<file path="src/rtl/arith_pkg.sv">
// rtl/arith_pkg.sv - shared state encoding and sizing helpers for the chunk-serial adder
package arith_pkg;

  // FSM state encoding shared by the adder and anything that observes it
  typedef enum logic [1:0] {
    IDLE = 2'd0,
    ADD  = 2'd1,
    DONE = 2'd2
  } state_t;

  // Number of add cycles needed for one operation
  function automatic int nchunk(input int width, input int chunk);
    return width / chunk;
  endfunction

  // Chunk index width; a single-chunk adder still needs a 1-bit index
  function automatic int idx_width(input int width, input int chunk);
    int n;
    n = width / chunk;
    return (n <= 1) ? 1 : $clog2(n);
  endfunction

endpackage

</file>
<file path="src/rtl/multi_cycle_adder_if.sv">
// rtl/multi_cycle_adder_if.sv - operand/result handshake bundle for multi_cycle_adder
interface multi_cycle_adder_if #(
  parameter int WIDTH = 16
) ();

  logic             in_valid;
  logic             in_ready;
  logic [WIDTH-1:0] a;
  logic [WIDTH-1:0] b;
  logic             cin;
  logic             sub;
  logic             out_valid;
  logic             out_ready;
  logic [WIDTH-1:0] sum;
  logic             cout;
  logic             ovf;

  // Requester side: issues operands and consumes the result
  modport master (
    output in_valid, a, b, cin, sub, out_ready,
    input  in_ready, out_valid, sum, cout, ovf
  );

  // Adder side
  modport slave (
    input  in_valid, a, b, cin, sub, out_ready,
    output in_ready, out_valid, sum, cout, ovf
  );

endinterface

</file>
<file path="src/rtl/adder_chunk.sv">
// rtl/adder_chunk.sv - combinational CHUNK-bit ripple adder built from full_adder cells
module adder_chunk #(
  parameter int CHUNK = 4
) (
  input  logic [CHUNK-1:0] a,
  input  logic [CHUNK-1:0] b,
  input  logic             cin,
  output logic [CHUNK-1:0] s,
  output logic             cout
);

  logic [CHUNK:0] c;

  assign c[0] = cin;
  assign cout = c[CHUNK];

  // Ripple chain: each cell feeds its carry to the next more significant bit
  for (genvar i = 0; i < CHUNK; i++) begin : g_bit
    full_adder u_fa (
      .a   (a[i]),
      .b   (b[i]),
      .cin (c[i]),
      .s   (s[i]),
      .cout(c[i+1])
    );
  end

endmodule

</file>
<file path="src/rtl/full_adder.sv">
// rtl/full_adder.sv - single-bit full adder cell
module full_adder (
  input  logic a,
  input  logic b,
  input  logic cin,
  output logic s,
  output logic cout
);

  assign s    = a ^ b ^ cin;
  assign cout = (a & b) | (cin & (a ^ b));

endmodule

</file>
<file path="src/rtl/multi_cycle_adder.sv">
// rtl/multi_cycle_adder.sv - chunk-serial add/subtract with valid/ready on both sides
module multi_cycle_adder
  import arith_pkg::*;
#(
  parameter int WIDTH = 16,
  parameter int CHUNK = 4
) (
  input logic                 clk,
  input logic                 rst,
  multi_cycle_adder_if.slave  bus
);

  localparam int NCHUNK = nchunk(WIDTH, CHUNK);
  localparam int IW     = idx_width(WIDTH, CHUNK);

  state_t           state;
  logic [WIDTH-1:0] op_a;
  logic [WIDTH-1:0] op_b;
  logic             carry;
  logic [IW-1:0]    idx;
  logic [WIDTH-1:0] sum_q;
  logic             cout_q;
  logic             ovf_q;
  logic             in_ready_q;
  logic             out_valid_q;

  logic [CHUNK-1:0] a_chunk;
  logic [CHUNK-1:0] b_chunk;
  logic [CHUNK-1:0] s_chunk;
  logic             c_chunk;
  logic             last_chunk;

  // Select the operand slice for the chunk currently being summed
  always_comb begin
    a_chunk    = op_a[int'(idx) * CHUNK +: CHUNK];
    b_chunk    = op_b[int'(idx) * CHUNK +: CHUNK];
    last_chunk = (idx == IW'(NCHUNK - 1));
  end

  adder_chunk #(
    .CHUNK(CHUNK)
  ) u_chunk (
    .a   (a_chunk),
    .b   (b_chunk),
    .cin (carry),
    .s   (s_chunk),
    .cout(c_chunk)
  );

  // Control FSM with operand capture, per-chunk accumulation and registered handshake flags
  always_ff @(posedge clk) begin
    if (rst) begin
      state       <= IDLE;
      in_ready_q  <= 1'b1;
      out_valid_q <= 1'b0;
      sum_q       <= '0;
      cout_q      <= 1'b0;
      ovf_q       <= 1'b0;
      idx         <= '0;
      carry       <= 1'b0;
      op_a        <= '0;
      op_b        <= '0;
    end else begin
      case (state)
        IDLE: begin
          if (bus.in_valid) begin
            op_a       <= bus.a;
            // Subtraction is a + ~b + 1, so the borrow-in becomes a forced carry of 1
            op_b       <= bus.sub ? ~bus.b : bus.b;
            carry      <= bus.sub | bus.cin;
            idx        <= '0;
            state      <= ADD;
            in_ready_q <= 1'b0;
          end
        end
        ADD: begin
          sum_q[int'(idx) * CHUNK +: CHUNK] <= s_chunk;
          carry <= c_chunk;
          if (last_chunk) begin
            cout_q      <= c_chunk;
            // Signed overflow uses the effective (possibly inverted) B operand
            ovf_q       <= (op_a[WIDTH-1] == op_b[WIDTH-1]) &&
                           (s_chunk[CHUNK-1] != op_a[WIDTH-1]);
            state       <= DONE;
            out_valid_q <= 1'b1;
          end else begin
            idx <= idx + 1'b1;
          end
        end
        DONE: begin
          if (bus.out_ready) begin
            state       <= IDLE;
            out_valid_q <= 1'b0;
            in_ready_q  <= 1'b1;
          end
        end
        default: begin
          state       <= IDLE;
          out_valid_q <= 1'b0;
          in_ready_q  <= 1'b1;
        end
      endcase
    end
  end

  assign bus.in_ready  = in_ready_q;
  assign bus.out_valid = out_valid_q;
  assign bus.sum       = sum_q;
  assign bus.cout      = cout_q;
  assign bus.ovf       = ovf_q;

endmodule

</file>
<file path="src/flat_wrapper.sv">
// flat-port wrapper written by rule: the top's interface ports become plain ports
module multi_cycle_adder_flat import arith_pkg::*;
#(
  parameter int WIDTH = 16,
  parameter int CHUNK = 4
)
  (clk, rst, bus_in_valid, bus_a, bus_b, bus_cin, bus_sub, bus_out_ready, bus_in_ready, bus_out_valid, bus_sum, bus_cout, bus_ovf);
  multi_cycle_adder_if #(.WIDTH(WIDTH)) bus_i ();
  input logic clk;
  input logic rst;
  input wire logic [$bits(bus_i.in_valid)-1:0] bus_in_valid;
  input wire logic [$bits(bus_i.a)-1:0] bus_a;
  input wire logic [$bits(bus_i.b)-1:0] bus_b;
  input wire logic [$bits(bus_i.cin)-1:0] bus_cin;
  input wire logic [$bits(bus_i.sub)-1:0] bus_sub;
  input wire logic [$bits(bus_i.out_ready)-1:0] bus_out_ready;
  output wire logic [$bits(bus_i.in_ready)-1:0] bus_in_ready;
  output wire logic [$bits(bus_i.out_valid)-1:0] bus_out_valid;
  output wire logic [$bits(bus_i.sum)-1:0] bus_sum;
  output wire logic [$bits(bus_i.cout)-1:0] bus_cout;
  output wire logic [$bits(bus_i.ovf)-1:0] bus_ovf;
  assign bus_i.in_valid = bus_in_valid;
  assign bus_i.a = bus_a;
  assign bus_i.b = bus_b;
  assign bus_i.cin = bus_cin;
  assign bus_i.sub = bus_sub;
  assign bus_i.out_ready = bus_out_ready;
  assign bus_in_ready = bus_i.in_ready;
  assign bus_out_valid = bus_i.out_valid;
  assign bus_sum = bus_i.sum;
  assign bus_cout = bus_i.cout;
  assign bus_ovf = bus_i.ovf;
  multi_cycle_adder #(.WIDTH(WIDTH), .CHUNK(CHUNK)) u_core (.clk(clk), .rst(rst), .bus(bus_i));
endmodule
</file>
<file path="config.mk">
export PLATFORM = sky130hd
export DESIGN_NAME = multi_cycle_adder_flat
export DESIGN_NICKNAME = d
export VERILOG_FILES = /design/src/rtl/arith_pkg.sv /design/src/rtl/multi_cycle_adder_if.sv /design/src/rtl/adder_chunk.sv /design/src/rtl/full_adder.sv /design/src/rtl/multi_cycle_adder.sv /design/src/flat_wrapper.sv
export SDC_FILE = /design/constraint.sdc
export NUM_CORES = 1
export LEC_CHECK = 0
export ABC_AREA = 1
export CAP_MARGIN = 40
export CORE_UTILIZATION = 50
export CTS_CLUSTER_DIAMETER = 150
export CTS_CLUSTER_SIZE = 25
export DETAILED_ROUTE_END_ITERATION = 7
export PLACE_DENSITY = 0.79
export RECOVER_POWER = 50
export SYNTH_ARGS = -nofsm -noshare
export SYNTH_HDL_FRONTEND = slang
export SYNTH_HIERARCHICAL = 1
export SYNTH_SLANG_ARGS = --single-unit
</file>
<file path="constraint.sdc">
create_clock -name clk -period 3.6 [get_ports clk]
set_clock_uncertainty 0.2 [all_clocks]
set_input_delay 0.72 -clock clk [delete_from_list [all_inputs] [get_ports clk]]
set_output_delay 0.72 -clock clk [all_outputs]
set_load 0.03 [all_outputs]
</file>
; Word-level counts from Yosys, hierarchy flattened
; Cells that the tools add are included.
[op_classes]
eq_ne = 9
bitwise = 24
add_sub_neg = 2
shifts = 4
mux = 17
n_reduce_logical = 10
[op_table]
columns = op, n
row1 = $neg 4->33, 1
row2 = $shift 4x33->16 const A, 1
row3 = $shiftx 4x33->16, 1
row4 = $shiftx 16x5->4, 2
row5 = $bwmux 16, 1
row6 = $mux 16, 1
row7 = $not 16->16, 1
row8 = $reduce_and 3->1, 4
row9 = $mux 2, 5
row10 = $and 1x1->1, 8
row11 = $xor 1x1->1, 8
row12 = $ne 2x2->1 const B, 3
row13 = $pmux 1 s3, 2
row14 = $pmux 2 s3, 1
row15 = $reduce_and 2->1, 3
row16 = $mux 1, 5
row17 = $or 1x1->1, 5
row18 = $eq 2x2->1 const B, 2
row19 = $pmux 2 s2, 1
row20 = $add 2x1->2 const B, 1
row21 = $eq 2x1->1 const B, 1
row22 = $logic_not 2->1, 1
row23 = $ne 2x1->1 const B, 1
row24 = $not 1->1, 2
row25 = other kinds (5), 5
[word_totals]
in_bits = 38
output_inout_bits = 20
elab_cells = 76
register_bits = 57

; Longest topological paths before layout
[logic_depth]
word_depth = 11
ltp_mapped = 14
depth_no_buf = 13

; Modules after synthesis
; Netlist, hierarchy kept.
[modules_own_cells]
columns = module, instances, cells_per_inst, area_each_um2, seq_area_each_um2
row1 = multi_cycle_adder, 1, 365, 2630.0, 1141.1
row2 = full_adder, 4, 1, 20.0, 0.0

; Worst setup path before layout
; Ideal clock, no wire load.
[synth_path]
path_type = reg-to-reg
start = reg u_core.idx[1]
end = reg u_core.ovf_q (netlist: u_core/bus.ovf)
setup_time_ps = 65
path_buffers = 0
setup_slack_ps = 372
arrival_ps = 2964
period_less_slack_ps = 3228
required_ps = 3335
stages_incl_launch_ff = 14
cell_sequence = dfxtp_1 clkinv_1 o21ai_0 o22ai_1 fa_1 fa_1 fa_1 fa_1 inv_1 nor2_1 nand2_1 nand2_1 nor2_1 nor2_1
[synth_between]
elab_chain_cells = 11
elab_cells_between_ends = 20
classes_between = 2 x eq/ne / 2 x shift / 14 x bitwise / 2 x reduce/logical
[synth_rtl]
columns = item, line
row1 = from (decl), multi_cycle_adder.sv:20  ; logic [IW-1:0] idx;
row2 = from (signal assigned), multi_cycle_adder.sv:87  ; idx <= idx + 1'b1;
row3 = $shiftx 16x5->4 (*), multi_cycle_adder.sv:35  ; a_chunk = op_a[int'(idx) * CHUNK +: CHUNK];
row4 = net u_core.a_chunk[0], multi_cycle_adder.sv:27  ; logic [CHUNK-1:0] a_chunk;
row5 = $xor 1x1->1, full_adder.sv:11  ; assign cout = (a & b) | (cin & (a ^ b));
row6 = $and 1x1->1, full_adder.sv:11
row7 = $or 1x1->1 (*), full_adder.sv:11
row8 = net u_core.u_chunk.c[1], adder_chunk.sv:12  ; logic [CHUNK:0] c;
row9 = $and 1x1->1 (*), full_adder.sv:11
row10 = $or 1x1->1 (*), full_adder.sv:11
row11 = net u_core.u_chunk.c[2], adder_chunk.sv:12
row12 = $and 1x1->1 (*), full_adder.sv:11
row13 = $or 1x1->1 (*), full_adder.sv:11
row14 = net u_core.u_chunk.c[3], adder_chunk.sv:12
row15 = $xor 1x1->1 (*), full_adder.sv:10  ; assign s = a ^ b ^ cin;
row16 = net u_core.s_chunk[3], multi_cycle_adder.sv:29  ; logic [CHUNK-1:0] s_chunk;
row17 = $ne 1x1->1 (*), multi_cycle_adder.sv:83  ; (s_chunk[CHUNK-1] != op_a[WIDTH-1]);
row18 = $logic_and 1x1->1 (*), multi_cycle_adder.sv:82  ; ovf_q <= (op_a[WIDTH-1] == op_b[WIDTH-1]) &&
row19 = to (signal assigned), multi_cycle_adder.sv:82
row20 = to (decl), multi_cycle_adder.sv:23  ; logic ovf_q;
; Mark *: on every way through the listed nets, which the timed path passes. The rest lies on a longest branch.
; A chain may end at the register's enable or synchronous reset.

; Worst setup path after layout
[layout_path]
start = reg u_core.idx[1]
end = reg u_core.sum_q[11] (netlist: u_core/bus.sum[11])
[layout_between]
elab_chain_cells = 11
elab_cells_between_ends = 23
classes_between = 1 x add/sub / 4 x shift / 1 x mux / 17 x bitwise
[layout_rtl]
columns = item, line
row1 = $shiftx 16x5->4 (*), multi_cycle_adder.sv:35
row2 = net u_core.a_chunk[0], multi_cycle_adder.sv:27
row3 = $xor 1x1->1, full_adder.sv:11
row4 = $and 1x1->1, full_adder.sv:11
row5 = $or 1x1->1 (*), full_adder.sv:11
row6 = net u_core.u_chunk.c[1], adder_chunk.sv:12
row7 = $and 1x1->1 (*), full_adder.sv:11
row8 = $or 1x1->1 (*), full_adder.sv:11
row9 = net u_core.u_chunk.c[2], adder_chunk.sv:12
row10 = $and 1x1->1 (*), full_adder.sv:11
row11 = $or 1x1->1 (*), full_adder.sv:11
row12 = net u_core.u_chunk.c[3], adder_chunk.sv:12
row13 = $xor 1x1->1 (*), full_adder.sv:10
row14 = net u_core.s_chunk[3], multi_cycle_adder.sv:29
row15 = $shiftx 4x33->16 (*), multi_cycle_adder.sv:77  ; sum_q[int'(idx) * CHUNK +: CHUNK] <= s_chunk;
row16 = $bwmux 16 (*), multi_cycle_adder.sv:77
row17 = "to (signal, indexed assignment)", multi_cycle_adder.sv:77
row18 = to (decl), multi_cycle_adder.sv:21  ; logic [WIDTH-1:0] sum_q;
; Marked as above.

==> flow_summary.json <==
{
  "status": "finished clean",
  "cts_resized": 0,
  "crit_type": "flip-flop to flip-flop",
  "cts_buffer_depth": 2,
  "ios": 58,
  "avgSynthCellArea_um2": 7.34,
  "holdWs_ps": 262,
  "max_clock_freq_ghz": 0.302,
  "cts_made_buffers": 9,
  "cts-root-buf": "clkbuf_8",
  "std_cell_rows": 26,
  "die-area_um2": 5720,
  "grt_max_degree": 38,
  "fin_nets": 472,
  "synth-seq-cells": 57,
  "hold_violations": 0,
  "totalWireLength_um": 6010,
  "fill_cells": 449,
  "worstPathMaxFanout": 11,
  "dieWidth_um": 75.6,
  "num_antenna_cells": 0,
  "synthesis.nets": 417,
  "final_common_cell": "nand2_1",
  "layout-drive-gt1-share": 0.0559,
  "yosys.cell_types.count": 25,
  "cp_slowest_stage_delay_ps": 570,
  "maxSlewHeadroom": 0.339,
  "final_cell_mix": "nand2_1, nor2_1, dfxtp_1",
  "setup_violations": 0,
  "gp_congestion": 0.859,
  "maxCapViolations": 0,
  "path_common_cell": "fa_1",
  "clkTransAtPathRegs_ps": 60,
  "grt_pass1_vias": 2309,
  "cts_hold_buf": 0,
  "drtAntennaViolNets": 0,
  "hp-class": "flip-flop to flip-flop",
  "core_area_um2": 5170,
  "arrival_ps": 3390,
  "setup_tns_ps": 0,
  "leakage_nw": 1.41,
  "cts_sinks": 57,
  "clock_latency_ps": 340,
  "syn_to_final_growth_pct": 27.8,
  "post_cts_buffers": 0,
  "ys_seq_area_frac": 0.421,
  "dp_hpwl_um": 4380,
  "grt_overflow": 0,
  "cts_tree": "built",
  "die_h_um": 75.6,
  "worst_slew_pin_slew_ps": 986,
  "initial_core_util": 0.524,
  "fin_crit_sh": 0.920,
  "antenna_found_initial": 0,
  "critPathLaunchType": "flip-flop",
  "ys_warn_count": 6,
  "grt_usage": 0.239,
  "cts_htree_levels": 3,
  "synth_area_um2": 2710,
  "critical_path.slowest_cell": "fa_1",
  "drt_first_pass_iters": 4,
  "drt_iter0_drc": 143,
  "crit_chain": "clkbuf_1, o21ai_0, o22ai_1, fa_1, fa_1, fa_1, fa_1, inv_1, nor2_1, nand2_1, a21oi_1",
  "irDropWorstVdd_mv": 0.282,
  "drc": 0,
  "design_power_total_mw": 1.58,
  "synthCells": 369,
  "cp_top_family": "adder cells",
  "viasPerCell": 5.06,
  "grt_setup_unrepaired": "false",
  "critPathCaptureType": "flip-flop",
  "min_period_ps": 3310,
  "p_per_area_nw_per_um2": 455,
  "path_buf_inv": 2,
  "wl_per_cell_um": 12.0,
  "num_vias": 2527,
  "grt_pass1_wl_um": 9890,
  "required_ps": 3670,
  "drv_slew": 0,
  "place.port_buffers": 57
}
[flip-flops by register name (all words and copies together) (netlist names)]
name                  flops
u_core/idx                2
u_core/bus.in_ready       1
u_core/bus.ovf            1
u_core/op_b              16
u_core/op_a              16
u_core/carry              1
u_core/bus.out_valid      1
u_core/bus.cout           1
u_core/state              2
u_core/bus.sum           16
[final timing paths]
check                  startpoint                 end  slack (ps)  cells past startpoint
setup / recovery    u_core/idx[1]  u_core/bus.sum[11]         290                     11
setup reg to reg    u_core/idx[1]  u_core/bus.sum[11]         290                     11
hold reg to reg   u_core/bus.cout     u_core/bus.cout         260                      2
hold / removal    u_core/bus.cout     u_core/bus.cout         260                      2
[worst register-to-register path, cell delays in order, from the launching register on]
cell	delay, ps
dfxtp_1	310
clkbuf_1	220
o21ai_0	130
o22ai_1	120
fa_1	460
fa_1	400
fa_1	400
fa_1	570
inv_1	90
nor2_1	120
nand2_1	80
a21oi_1	130
[area by class of cell]
cell class,instances,area (um^2),share of cell area
Multi-Input combinational cell,271,1370,0.394
Sequential cell,57,1140,0.329
Timing Repair Buffer,63,612,0.177
Clock buffer,13,159,0.0459
Tap cell,70,87.6,0.0253
Inverter,22,83.8,0.0242
Clock inverter,3,15.0,0.00433
[synth_stat cells]
cell	count	area share
xor2_1	16	0.052
clkinv_1	1	0.0014
inv_1	19	0.026
inv_2	1	0.0014
nand4_1	4	0.0092
o21ai_1	4	0.0074
a21oi_1	36	0.066
a21boi_0	1	0.0028
dfxtp_1	57	0.42
buf_6	3	0.012
nand3_1	8	0.015
ha_1	6	0.028
nand3_2	1	0.0037
buf_2	4	0.0074
buf_4	4	0.011
nand2_1	80	0.11
o21ai_0	31	0.057
o22ai_1	8	0.018
nor3_1	2	0.0037
clkinv_2	1	0.0018
nor2_1	68	0.094
nor2_4	1	0.0042
nand2_4	1	0.0042
clkbuf_1	8	0.011
fa_1	4	0.030
[stage by stage]
stage | worst slack, ps | instances | instance area [um^2] | util
after floorplan | 372 | 369 | 2710 | -
after global placement | 426 | 483 | 3300 | 0.638
after detailed placement | 310 | 483 | 3300 | 0.638
after CTS | 309 | 499 | 3470 | 0.672
after global routing | 58.7 | 499 | 3460 | 0.670
final | 287 | 499 | 3460 | 0.670
[where the power goes]
part	switching, mW	internal (mW)	total [mW]	leakage [nW]
sequential	0.0260	0.670	0.696	0.467
clock	0.248	0.284	0.532	0.0932
combinational	0.206	0.144	0.350	0.852
[cells by family after synthesis]
| group | share of synthesized area |
|---|---|
| flip-flops | 0.421 |
| AND/OR/NAND/NOR | 0.245 |
| AO/OA/AOI/OAI | 0.152 |
| adder cells (fa/ha/maj) | 0.0572 |
| buffers and inverters | 0.0729 |
| XOR/XNOR | 0.0517 |
[routing by layer]
layer / track usage / vias to the layer above / share of wire / wire [um]
li1: - / 1296 / - / -
met1: 0.269 / 1151 / 0.44 / 2670
met2: 0.420 / 68 / 0.49 / 2920
met3: 0.0648 / 12 / 0.048 / 287
met4: 0.111 / 0 / 0.022 / 132
met5: 0 / - / 0 / 0
Note: power is estimated with default switching activity, not from simulation.
